File: src/rtl/fetch_unit.sv
// Instruction-side datapath for the CPU: program memory, PC and IR, driven by
// the controller's LoadIR/IncPC/LoadPC/SelPC strobes.
module fetch_unit #(
  parameter int PC_W    = 8,
  parameter int INSTR_W = 8
) (
  input  logic               clk,
  input  logic               reset,
  input  logic               LoadIR,
  input  logic               IncPC,
  input  logic               LoadPC,
  input  logic               SelPC,
  input  logic [PC_W-1:0]    ext_addr,
  input  logic               prog_we,
  input  logic [PC_W-1:0]    prog_addr,
  input  logic [INSTR_W-1:0] prog_data,
  output logic [3:0]         Opcode,
  output logic [INSTR_W-5:0] imm,
  output logic [PC_W-1:0]    pc,
  output logic               ir_valid,
  output logic               pc_wrapped,
  output logic [1:0]         dbg_state
);

  localparam int DEPTH = 1 << PC_W;

  typedef enum logic [1:0] {
    ST_RESET  = 2'd0,
    ST_IDLE   = 2'd1,
    ST_LOADED = 2'd2
  } state_e;

  state_e             state;
  state_e             state_next;
  logic [INSTR_W-1:0] ir;
  logic [INSTR_W-1:0] mem [DEPTH];
  logic [PC_W-1:0]    imm_ext;

  // Strobes are single-cycle commands with no handshake: each one acts at the
  // edge where it is sampled high, and LoadPC overrides IncPC.

  always_ff @(posedge clk) begin
    if (!reset) state <= ST_RESET;
    else        state <= state_next;
  end

  always_comb begin
    state_next = state;
    case (state)
      ST_RESET:  state_next = LoadIR ? ST_LOADED : ST_IDLE;
      ST_IDLE:   if (LoadIR) state_next = ST_LOADED;
      ST_LOADED: state_next = ST_LOADED;
      default:   state_next = ST_RESET;
    endcase
  end

  assign ir_valid  = (state == ST_LOADED);
  assign dbg_state = state;

  // Program port is locked out during reset; memory itself is never cleared.
  always_ff @(posedge clk) begin
    if (reset && prog_we) mem[prog_addr] <= prog_data;
  end

  assign imm_ext = PC_W'(ir[INSTR_W-5:0]);

  always_ff @(posedge clk) begin
    if (!reset) begin
      ir         <= '0;
      pc         <= '0;
      pc_wrapped <= 1'b0;
    end else begin
      // mem read sees the pre-edge contents, so a same-edge write is not seen.
      if (LoadIR) ir <= mem[pc];
      if (LoadPC) begin
        pc <= SelPC ? ext_addr : imm_ext;
      end else if (IncPC) begin
        pc <= pc + PC_W'(1);
        if (&pc) pc_wrapped <= 1'b1;
      end
    end
  end

  assign Opcode = ir[INSTR_W-1 -: 4];
  assign imm    = ir[INSTR_W-5:0];

endmodule

File: config.mk
export PLATFORM = sky130hd
export DESIGN_NAME = fetch_unit
export DESIGN_NICKNAME = d
export VERILOG_FILES = /design/src/rtl/fetch_unit.sv
export SDC_FILE = /design/constraint.sdc
export NUM_CORES = 2
export LEC_CHECK = 0
export CORE_ASPECT_RATIO = 1.1
export CORE_MARGIN = 2
export CORE_UTILIZATION = 50
export CTS_CLUSTER_DIAMETER = 200
export DETAILED_ROUTE_END_ITERATION = 10
export PLACE_DENSITY = 0.72
export SYNTH_ARGS = -nofsm -noshare
export SYNTH_HDL_FRONTEND = slang
export SYNTH_SLANG_ARGS = --single-unit
File: constraint.sdc
create_clock -name clk -period 5.65 [get_ports clk]
set_input_delay 0.565 -clock clk [delete_from_list [all_inputs] [get_ports clk]]
set_output_delay 0.565 -clock clk [all_outputs]
set_load 0.005 [all_outputs]
# Word level (Yosys, flattened, before mapping)

Memory sizes are Yosys's and may differ from the RTL's. A register that Yosys moved wholly into a read port is not among the register bits.
Cells that the tools add are included.

Flip-flop bits (word level): 11
Bits in latches: 0
RAM bits: 2048
Bits in read-only memories: 0
Output and inout bits: 20
Word-level logic and storage cells: 22
Memories: 1

Memories:

| memory | words | bits a word | read ports | clocked after memory_dff | wr ports | RTL line | RTL |
|---|---|---|---|---|---|---|---|
| mem    | 256   | 8           | 1          | 1                        | 1        | 36       | `logic [INSTR_W-1:0] mem [DEPTH];` |

Add/sub/neg operators: 1
$mul: 0
Div/mod/pow operators: 0
Order comparisons: 0
Eq/ne operators: 3
Shift-type cells: 0
Mux-type cells: 8
Bitwise logic cells: 1
Reduce and logical (&&, ||, !) cells: 5

Operators by type and width:

| kind                  | number |
|---|---|
| $mux W8               | 3 |
| $reduce_and A10 Y1    | 1 |
| $add A8 B1 Y8 const B | 1 |
| $pmux W2 S3           | 1 |
| $mux W2               | 2 |
| $eq A2 B1 Y1 const B  | 1 |
| $eq A2 B2 Y1 const B  | 1 |
| $logic_not A2 Y1      | 1 |
| $mux W1               | 2 |
| $ne A2 B2 Y1 const B  | 1 |
| $reduce_bool A2 Y1    | 1 |
| $logic_and A1 B1 Y1   | 1 |
| $logic_not A1 Y1      | 1 |
| $not A1 Y1            | 1 |

# Logic depth before layout (Yosys ltp)

Depth in word-level cells: 3
Mapped depth: 12
Mapped depth without buffers: 6

# Worst setup path after synthesis

Ideal clock, no wire load.

Kind: register to register
Start: register pc[0]
End: register ir[7] (read register of mem)
Data arrival time: 2.318 ns
Required time: 5.519 ns
Path slack: 3.202 ns
Stages on the path, launching flop included: 10
Buffers on the path: 4
Clock period less this slack: 2.448 ns
Cell sequence: dfxtp_1 buf_6 buf_6 buf_6 buf_2 mux4_2 a221oi_1 o21ai_1 o32ai_1 a31oi_1

RTL lines:

| item                   | RTL line | RTL |
|---|---|---|
| start, declared        | 19       | `output logic [PC_W-1:0] pc,` |
| start signal, assigned | 76       | `pc <= SelPC ? ext_addr : imm_ext;` |
| start signal, assigned | 78       | `pc <= pc + PC_W'(1);` |
| end, declared          | 35       | `logic [INSTR_W-1:0] ir;` |

==> metrics.yaml <==
synth-seq-cells: 2067
clkSinkCount: 2067
setup_tns_ns: 0
synth_edf_count: 2048
synth_top_area_share_pct: 76.3
crit_fanout: 29
power_density_nw_per_um2: 354
wl_um: 196000
cp.required_ns: 6.33
path_clk_slew_ns: 0.06
yosys.cell_types.count: 63
cts_resized: 0
power_frac_seq_pct: 53.4
syn_nets: 3905
start_kind: "flop"
status: "completed"
grt_pass1_vias: 40000
critPathKind: "reg2reg"
yosysWarnings: 0
internal_power_mw: 24.8
post_drt_wl_per_cell_um: 31.3
drtIter0Drc: 5375
syn_area_um2: 80600
dr_total_vias: 39900
async_flop_share_pct: 0
antenna_found_initial: 9
hold_viol: 0
die_w_um: 387
fin_skew_ns: 0.0593
end_kind: "flop"
hp-class: "in2reg"
period_share_pct: 74.4
dieArea_um2: 164000
grt_overflow_total: 0
p_switching_mw: 6.97
final_util_pct: 55.9
maxCapViolCount: 0
ys_top_cells_by_area: "edfxtp_1 (76%), mux4_2 (13%), mux2i_1 (2.1%), nor2_1 (1.3%), a22oi_1 (0.89%)"
clockRootBuffer: "clkbuf_16"
remaining_drc_errors: 0
final_nets: 4001
area_delta_synth_final_pct: 11.2
rows: 154
port_buffers: 50
vdd_ir_drop_max_uv: 370
synth_area_per_cell_um2: 20.8
leakagePower_nw: 27.0
slew_headroom_pct: 7.53
grt_pass1_wl_um: 284000
cts_setup_buffers: 0
initial_utilization_pct: 50.3
first_pass_iters: 6
cts_tree: "built"
holdWs_ns: 0.299
detail-route-antenna-nets: 0
synthFlopType: "edfxtp_1"
synth_cells: 3869
rsz0062_at_grt: "false"
dp.final_hpwl_um: 118000
period_needed_ns: 4.20
h-tree-depth: 4
clkPwrFrac_pct: 39.7
drv_slew: 0
io_pins: 51
max_freq_mhz: 238
track_usage_pct: 23.9
cp.arrival_ns: 4.88
via_per_inst: 6.40
routabilityCongestion: 0.905
coreArea_um2: 160000
layout-drive-gt1-share_pct: 21.6
synth_most_common_cell: "edfxtp_1"
clockBufferDepth: 3
swShare_pct: 22.0
holdBufCountCts: 0
numCtsBuffers: 188
synth_seq_area_share_pct: 76.8
clkLatencyLatePin_ns: 0.86
grt_max_degree: 166
synthTopCellsByCount: "edfxtp_1 (2,048), mux4_2 (451), nor2_1 (282), mux2i_1 (172), clkbuf_1 (114)"
yosysTopAreaCell: "edfxtp_1"
setup_viol: 0
worst_pin_slew_ns: 1.38
p_comb_share_pct: 6.9
die_y_um: 425
==> flip-flops by register name (all words and copies together) (netlist names) <==
signal / flops
dbg_state: 2
mem: 2048
pc: 8
ir: 8
pc_wrapped: 1
==> cells by family after synthesis <==
kind of cell / Yosys count / share of synthesized area, %
mux: 670 / 15.4
simple gates: 505 / 2.82
xor+xnor: 7 / 0.0761
buf+inv: 249 / 1.66
fa+ha+maj: 5 / 0.0776
flops: 2067 / 76.8
compound gates: 366 / 3.17
==> final timing paths <==
kind / start / end / slack [ns] / depth (start not counted)
max: pc[0] / ir[2] / 1.45 / 8
min: prog_data[7] / mem[99][7] / 0.30 / 1
max reg2reg: pc[0] / ir[2] / 1.45 / 8
min reg2reg: pc_wrapped / pc_wrapped / 0.47 / 1
==> worst max-delay path: stages (launching register included) <==
cell	delay, ns
dfxtp_4	0.84
buf_12	0.33
buf_4	0.48
mux4_2	0.57
a22o_1	0.27
a221oi_1	0.19
o21ai_0	0.21
o32ai_1	0.92
a31oi_1	0.17
==> cell type report <==
cell class | count | area (µm²)
Multi-Input combinational cell | 1553 | 17400
Antenna cell | 5 | 12.5
Clock inverter | 105 | 1070
Tap cell | 2106 | 2640
Fill cell | 11500 | 70600
Clock buffer | 248 | 5030
Sequential cell | 2067 | 61900
Inverter | 6 | 22.5
Timing Repair Buffer | 149 | 1500
==> layer usage <==
layer	vias to the layer above	GRT usage (%)	part of all wire, %
li1	16300	-	-
met1	20900	32.6	38
met2	2326	37.5	47
met3	392	5.33	10
met4	6	10.5	4.6
met5	-	0	0.024
==> power groups by stage <==
stage / sequential [mW] / combinational [mW] / clock [mW]
2_1_floorplan: 17.2 / 1.35 / 0
3_3_place_gp: 17.3 / 2.17 / 0
3_5_place_dp: 17.3 / 2.19 / 0
4_1_cts: 16.9 / 2.20 / 12.7
5_1_grt: 16.9 / 2.30 / 13.3
6_report: 17.0 / 2.19 / 12.6
==> through the flow <==
stage	instances	area, µm²	power (mW)	setup WS [ns]
detailed placement	5881	83500	19.5	1.09
global placement	5881	83500	19.4	1.15
floorplan	3869	80600	18.6	3.20
CTS	6234	89600	31.8	1.49
global route	6235	89600	32.5	1.31
finish	6239	89600	31.7	1.45
==> placed cells by master, fill, tap and decap left out, drive strengths merged, types with 19 or more instances in the layout <==
cell / synthesis / final
dfxtp: 19 / 19
nor2: 282 / 282
edfxtp: 2048 / 2048
nand3: 69 / 69
o21ai: 64 / 64
mux4: 451 / 451
clkbuf: 114 / 256
buf: 129 / 99
a21oi: 48 / 48
o22ai: 22 / 22
a22oi: 96 / 96
mux2: 47 / 47
clkdlybuf4s50: 0 / 42
mux2i: 172 / 172
clkinv: 1 / 79
a221oi: 38 / 38
nand2: 64 / 64
Power figures use the tool's default switching activity.
